`config.mk`:
```
export PLATFORM = sky130hd
export DESIGN_NAME = autoconfig_chain
export DESIGN_NICKNAME = d
export VERILOG_FILES = /design/src/rtl/autoconfig_chain.sv
export SDC_FILE = /design/constraint.sdc
export NUM_CORES = 1
export LEC_CHECK = 0
export ABC_AREA = 1
export CAP_MARGIN = 30
export CORE_MARGIN = 1
export CORE_UTILIZATION = 30
export DETAILED_ROUTE_END_ITERATION = 6
export PLACE_DENSITY_LB_ADDON = 0.12
export SLEW_MARGIN = 15
export SYNTH_ARGS = -nofsm -noshare
export SYNTH_HDL_FRONTEND = slang
export SYNTH_SLANG_ARGS = --single-unit
```
`constraint.sdc`:
```
create_clock -name CPU_CLK -period 4.5 [get_ports CPU_CLK]
set_clock_uncertainty 0.1 [all_clocks]
set_input_delay 0.675 -clock CPU_CLK [delete_from_list [all_inputs] [get_ports CPU_CLK]]
set_output_delay 0.675 -clock CPU_CLK [all_outputs]
set_load 0.01 [all_outputs]
```
`src/rtl/autoconfig_chain.sv`:
```
// Zorro II AutoConfig responder and internal-cycle DTACK_n generator for a chain of boards.
// Define AUTOCONFIG_SHUTUP_EN to make a word $26 write retire the active board unconfigured.
//   state  | meaning
//   S_IDLE | no internal cycle, waiting for CPU_AS_n low on an internal address
//   S_WAIT | wait-state down-counter running, AutoConfig nibble driven
//   S_ACK  | DTACK_n low until CPU_AS_n is sampled high
module autoconfig_chain #(
    parameter int NUM_BOARDS  = 2,
    parameter int WAIT_STATES = 1,
    parameter logic [NUM_BOARDS*80-1:0] BOARD_ROM = {
        80'hFFFF_FFFF_FFFF_FFFF_FD1C,
        80'hAFFF_FFFF_FFFF_FFFF_F75E
    },
    parameter logic [NUM_BOARDS*8-1:0] BOARD_MASK = {8'hFF, 8'hF0}
) (
    input  logic                  CPU_CLK,
    input  logic                  RESET,
    input  logic                  CPU_AS_n,
    input  logic                  RW,
    input  logic                  UDS_n,
    input  logic                  LDS_n,
    input  logic [23:1]           ADDRESS,
    input  logic [3:0]            DATA_IN,
    output logic [3:0]            DATA_OUT,
    output logic                  DATA_OE,
    output logic                  DTACK_n,
    output logic [NUM_BOARDS-1:0] BOARD_SEL,
    output logic [NUM_BOARDS-1:0] CONFIGURED,
    output logic                  INTERNAL_ACCESS
);

    typedef enum logic [1:0] {S_IDLE, S_WAIT, S_ACK} state_t;

    localparam logic [2:0] WS_LOAD = 3'(WAIT_STATES);

    state_t                       state_q, state_d;
    logic [2:0]                   cnt_q;
    logic [3:0]                   data_q;
    logic                         ac_cyc_q;
    logic [NUM_BOARDS-1:0]        configured_q, base_valid_q, board_hit;
    logic [NUM_BOARDS-1:0][7:0]   base_q;
    logic [1:0]                   active_idx;
    logic                         active_ok;
    logic [79:0]                  active_rom;
    logic [3:0]                   rom_nibble;
    logic                         ac_hit, reg_page, rom_offset_ok, ds_any, commit;

    always_comb begin
        active_idx = '0;
        active_ok  = 1'b0;
        for (int i = NUM_BOARDS - 1; i >= 0; i--) begin
            if (!configured_q[i]) begin
                active_idx = 2'(i);
                active_ok  = 1'b1;
            end
        end
    end

    always_comb begin
        active_rom = BOARD_ROM[79:0];
        for (int i = 1; i < NUM_BOARDS; i++)
            if (active_idx == 2'(i)) active_rom = BOARD_ROM[i*80 +: 80];
    end

    always_comb begin
        rom_nibble = 4'hF;
        for (int n = 0; n < 20; n++)
            if (ADDRESS[5:1] == 5'(n)) rom_nibble = active_rom[n*4 +: 4];
    end

    always_comb begin
        board_hit = '0;
        for (int i = 0; i < NUM_BOARDS; i++)
            board_hit[i] = configured_q[i] && base_valid_q[i] &&
                ((ADDRESS[23:16] & BOARD_MASK[i*8 +: 8]) == (base_q[i] & BOARD_MASK[i*8 +: 8]));
    end

    // Registers only occupy the first 256 bytes of the window; the rest of $E8xxxx reads $F.
    assign ac_hit          = active_ok && (ADDRESS[23:16] == 8'hE8);
    assign reg_page        = (ADDRESS[15:8] == 8'h00);
    assign rom_offset_ok   = (ADDRESS[7:6] == 2'b00) && (ADDRESS[5:1] < 5'd20);
    assign ds_any          = !UDS_n || !LDS_n;
    assign INTERNAL_ACCESS = ac_hit || (|board_hit);
    assign BOARD_SEL       = (ac_hit || CPU_AS_n) ? '0 : board_hit;
    assign CONFIGURED      = configured_q;
    assign DATA_OUT        = data_q;

    always_ff @(posedge CPU_CLK) begin
        if (RESET) state_q <= S_IDLE;
        else       state_q <= state_d;
    end

    always_comb begin
        state_d = state_q;
        case (state_q)
            S_IDLE: if (!CPU_AS_n && INTERNAL_ACCESS) state_d = S_WAIT;
            S_WAIT: begin
                if (CPU_AS_n)           state_d = S_IDLE;
                else if (cnt_q == 3'd0) state_d = S_ACK;
            end
            S_ACK:  if (CPU_AS_n) state_d = S_IDLE;
            default: state_d = S_IDLE;
        endcase
    end

    always_comb begin
        DTACK_n = 1'b1;
        DATA_OE = 1'b0;
        case (state_q)
            S_WAIT: DATA_OE = 1'b1;
            S_ACK: begin
                DTACK_n = 1'b0;
                DATA_OE = 1'b1;
            end
            default: ;
        endcase
    end

    always_ff @(posedge CPU_CLK) begin
        if (RESET) begin
            cnt_q    <= '0;
            data_q   <= 4'hF;
            ac_cyc_q <= 1'b0;
        end else if (state_q == S_IDLE && state_d == S_WAIT) begin
            cnt_q    <= WS_LOAD;
            ac_cyc_q <= ac_hit;
            data_q   <= (ac_hit && RW && ds_any && reg_page && rom_offset_ok) ? rom_nibble : 4'hF;
        end else if (state_q == S_WAIT && cnt_q != 3'd0) begin
            cnt_q <= cnt_q - 3'd1;
        end
    end

    // Writes land only on the edge that acknowledges, so an aborted cycle never commits.
    assign commit = (state_q == S_WAIT) && (state_d == S_ACK) && ac_cyc_q && active_ok &&
                    !RW && !UDS_n && reg_page;

    always_ff @(posedge CPU_CLK) begin
        if (RESET) begin
            configured_q <= '0;
            base_valid_q <= '0;
            base_q       <= '0;
        end else if (commit) begin
            for (int i = 0; i < NUM_BOARDS; i++) begin
                if (active_idx == 2'(i)) begin
                    case (ADDRESS[7:1])
                        7'h25: base_q[i][3:0] <= DATA_IN;
                        7'h24: begin
                            base_q[i][7:4]  <= DATA_IN;
                            configured_q[i] <= 1'b1;
                            base_valid_q[i] <= 1'b1;
                        end
`ifdef AUTOCONFIG_SHUTUP_EN
                        7'h26: begin
                            configured_q[i] <= 1'b1;
                            base_valid_q[i] <= 1'b0;
                        end
`else
`endif
                        default: ;
                    endcase
                end
            end
        end
    end

endmodule

```
==> out/results.tsv <==
metric	value	unit
number of setup violations in the final report	0	
Arrival @ worst endpoint	2.43	ns
gr usage total	14.6	%
sequential area share after synthesis	28.7	%
I/O pin cnt	44	
Slowest Stage Delay on Critical Path	0.55	ns
routed length per instance	10.9	µm
hpwl dp	3300	µm
commonest non-fill, non-tap cell in the layout	nand2_1	
Comb power frac	14.6	%
initial antenna violation count	0	
DIE WIDTH	76.7	µm
Worst VDD drop	0.000138	V
status	completed	
clk_lat worst skew	0.26	ns
number of buffers added on ports	43	
Vias/cell	4.34	
Final #Nets	347	
fmax	0.312	GHz
fillers	566	
Post-synth EDFFs	0	
Mapped Area	0.00168	mm²
worst hold path class	reg -> reg	
Antenna Nets Post-Route	0	
CTS tree	done	
Hold Buf Count CTS	0	
initial DRC count	36	
drt drc	0	
first-pass GRT wire length	6910	µm
Critical Path Start Type	input pin	
Pint	0.000304	W
CP max-delay cell	clkdlybuf4s50_1	
Design Area, Final	0.00223	mm²
Yosys Warn Count	0	
Post-Syn Instances	261	
vias in the first global route	1508	
vias post-DR	1630	
Max-slew headroom	58.5	%
Max FO, Critical Path	4	
Pre-antenna DRT Iters	4	
Sink Count	24	
CP top delay family	buffers and inverters	
clock transition at the registers of the reported paths	0.08	ns
crit path buf inv count	3	
count of unique library cells instantiated by Yosys	33	
dpl ws	1.31	ns
Synth Flop Type	dfxtp_1	
Worst-Margin Slew	0.618	ns
synth top area cells	dfxtp_1 (29%), nand2_1 (19%), nor2_1 (9.0%), inv_1 (8.1%), ha_1 (4.5%)	
clk buf depth	2	
switching portion of total power	23.9	%
RSZ-0062 raised after global routing	no	
Power Density	179	mW/mm²
CORE AREA	0.00524	mm²
top cell type by total area after synthesis	dfxtp_1	
Period minus WS final	3.21	ns
Clock power frac	32.2	%
Die H	76.7	µm
pin count of the biggest net entering global routing	19	
# diodes	0	
Yosys top cell area share	28.7	%
placed cell area	0.00219	mm²
asr flop ratio synth	0	%
number of synthesized register bits	24	
Sum Neg Setup Slack	0	ns
syn_nets	300	
switching power	0.0000956	W
CP Class	in -> out	
leakage dissipation	0.993	nW
Congestion Overflow GR	0	
Site Rows	26	
worst endpoint required time	3.72	ns
Fin. Hold Viols	0	
CTS Buf Count	3	
area delta synth->final	33.2	%
fin. max-slew vios	0	
part of the power in registers	53.2	%
PnR worst setup slack	1.29	ns
Root Buffer	clkbuf_8	
detailed-route wire length	4090	µm
Tcrit/Tclk final	71.3	%
die area	0.00589	mm²
commonest non-fill, non-tap cells in the layout	nand2_1 (85), clkdlybuf4s50_1 (43), nor2_1 (40)	
cts repair resizes	0	
CP endpoint kind	output port	
gpl congestion	0.791	
H-Tree Depth	1	
total design power	0.000400	W
crit path cell chain	clkdlybuf4s50_1 -> inv_1 -> a21oi_2 -> nand2_1 -> nor2_1 -> nand3_2 -> nor2_1 -> clkdlybuf4s50_1	
share of layout cells above drive strength 1	10.5	%
setup bufs post-CTS	0	
Synth Area per Inst	6.42	µm²
post-layout util	42.6	%
maxcap violations	0	
Starting Density	32.0	%
==> logic make-up after synthesis <==
kind of cell	count (synthesis)	share of synthesized area, %
and+or+nand+nor	169	50.2
DFF	24	28.7
adders and majority gates	6	4.48
xor gates and xnor gates	2	1.05
AOI/OAI and AO/OA	16	5.75
buffers and inverters	44	9.86
==> final cells by class <==
cell class                      count  area [µm²]  area share [%]
Clock buffer                        3        41.3            1.85
Inverter                           43         161            7.24
Multi-Input combinational cell    193        1030            46.2
Sequential cell                    24         480            21.5
Tap cell                           70        87.6            3.93
Timing Repair Buffer               43         430            19.3
==> cell usage after synthesis (all sizes together) (4+ instances only) <==
cell type and instances:
nor2 43, o21ai 4, nor3 5, nand2 91
ha 6, nand4 5, nand3 17, inv 42
a21oi 11, nor4 5, dfxtp 24
==> flip-flops by register name, summed over array words and instances, names as in the netlist <==
register and count:
state_q 2, cnt_q 3, base_valid_q 2, DATA_OUT 4, ac_cyc_q 1, base_q 12
==> worst min-delay path: cells and delay by family, from the launching register on <==
family | cells | cell delay (ns)
compound gates | 1 | 0.05
simple gates | 1 | 0.06
flops | 1 | 0.32
==> routing by layer <==
metal / track usage (%) / up-vias / wire length (µm) / share of wire, %
li1: - / 898 / - / -
met1: 19.2 / 701 / 2070 / 51
met2: 24.7 / 29 / 1830 / 45
met3: 2.62 / 2 / 166 / 4.1
met4: 2.69 / 0 / 21 / 0.51
met5: 0 / - / 0 / 0
==> metrics by stage <==
stage | hold WS [ns] | instances
2_1_floorplan | 0.354 | 261
3_3_place_gp | 0.359 | 373
3_5_place_dp | 0.358 | 373
4_1_cts | 0.389 | 376
5_1_grt | 0.399 | 376
6_report | 0.381 | 376
==> path summary, 6_finish.rpt <==
kind / startpoint / endpoint / slack, ns / cells after the start
max: ADDRESS[23] / BOARD_SEL[1] / 1.29 / 8
min: cnt_q[2] / cnt_q[2] / 0.38 / 2
max reg2reg: state_q[0] / ac_cyc_q / 2.45 / 10
min reg2reg: cnt_q[2] / cnt_q[2] / 0.38 / 2
==> power groups by stage <==
stage                     Combinational, W  Sequential [W]  Clock [W]
after floorplan                  0.0000187        0.000218          0
after global placement           0.0000591        0.000218          0
after detailed placement         0.0000590        0.000218          0
after CTS                        0.0000593        0.000213   0.000136
after global routing             0.0000646        0.000213   0.000145
final                            0.0000585        0.000213   0.000129
Note: power is estimated with default switching activity, not from simulation.
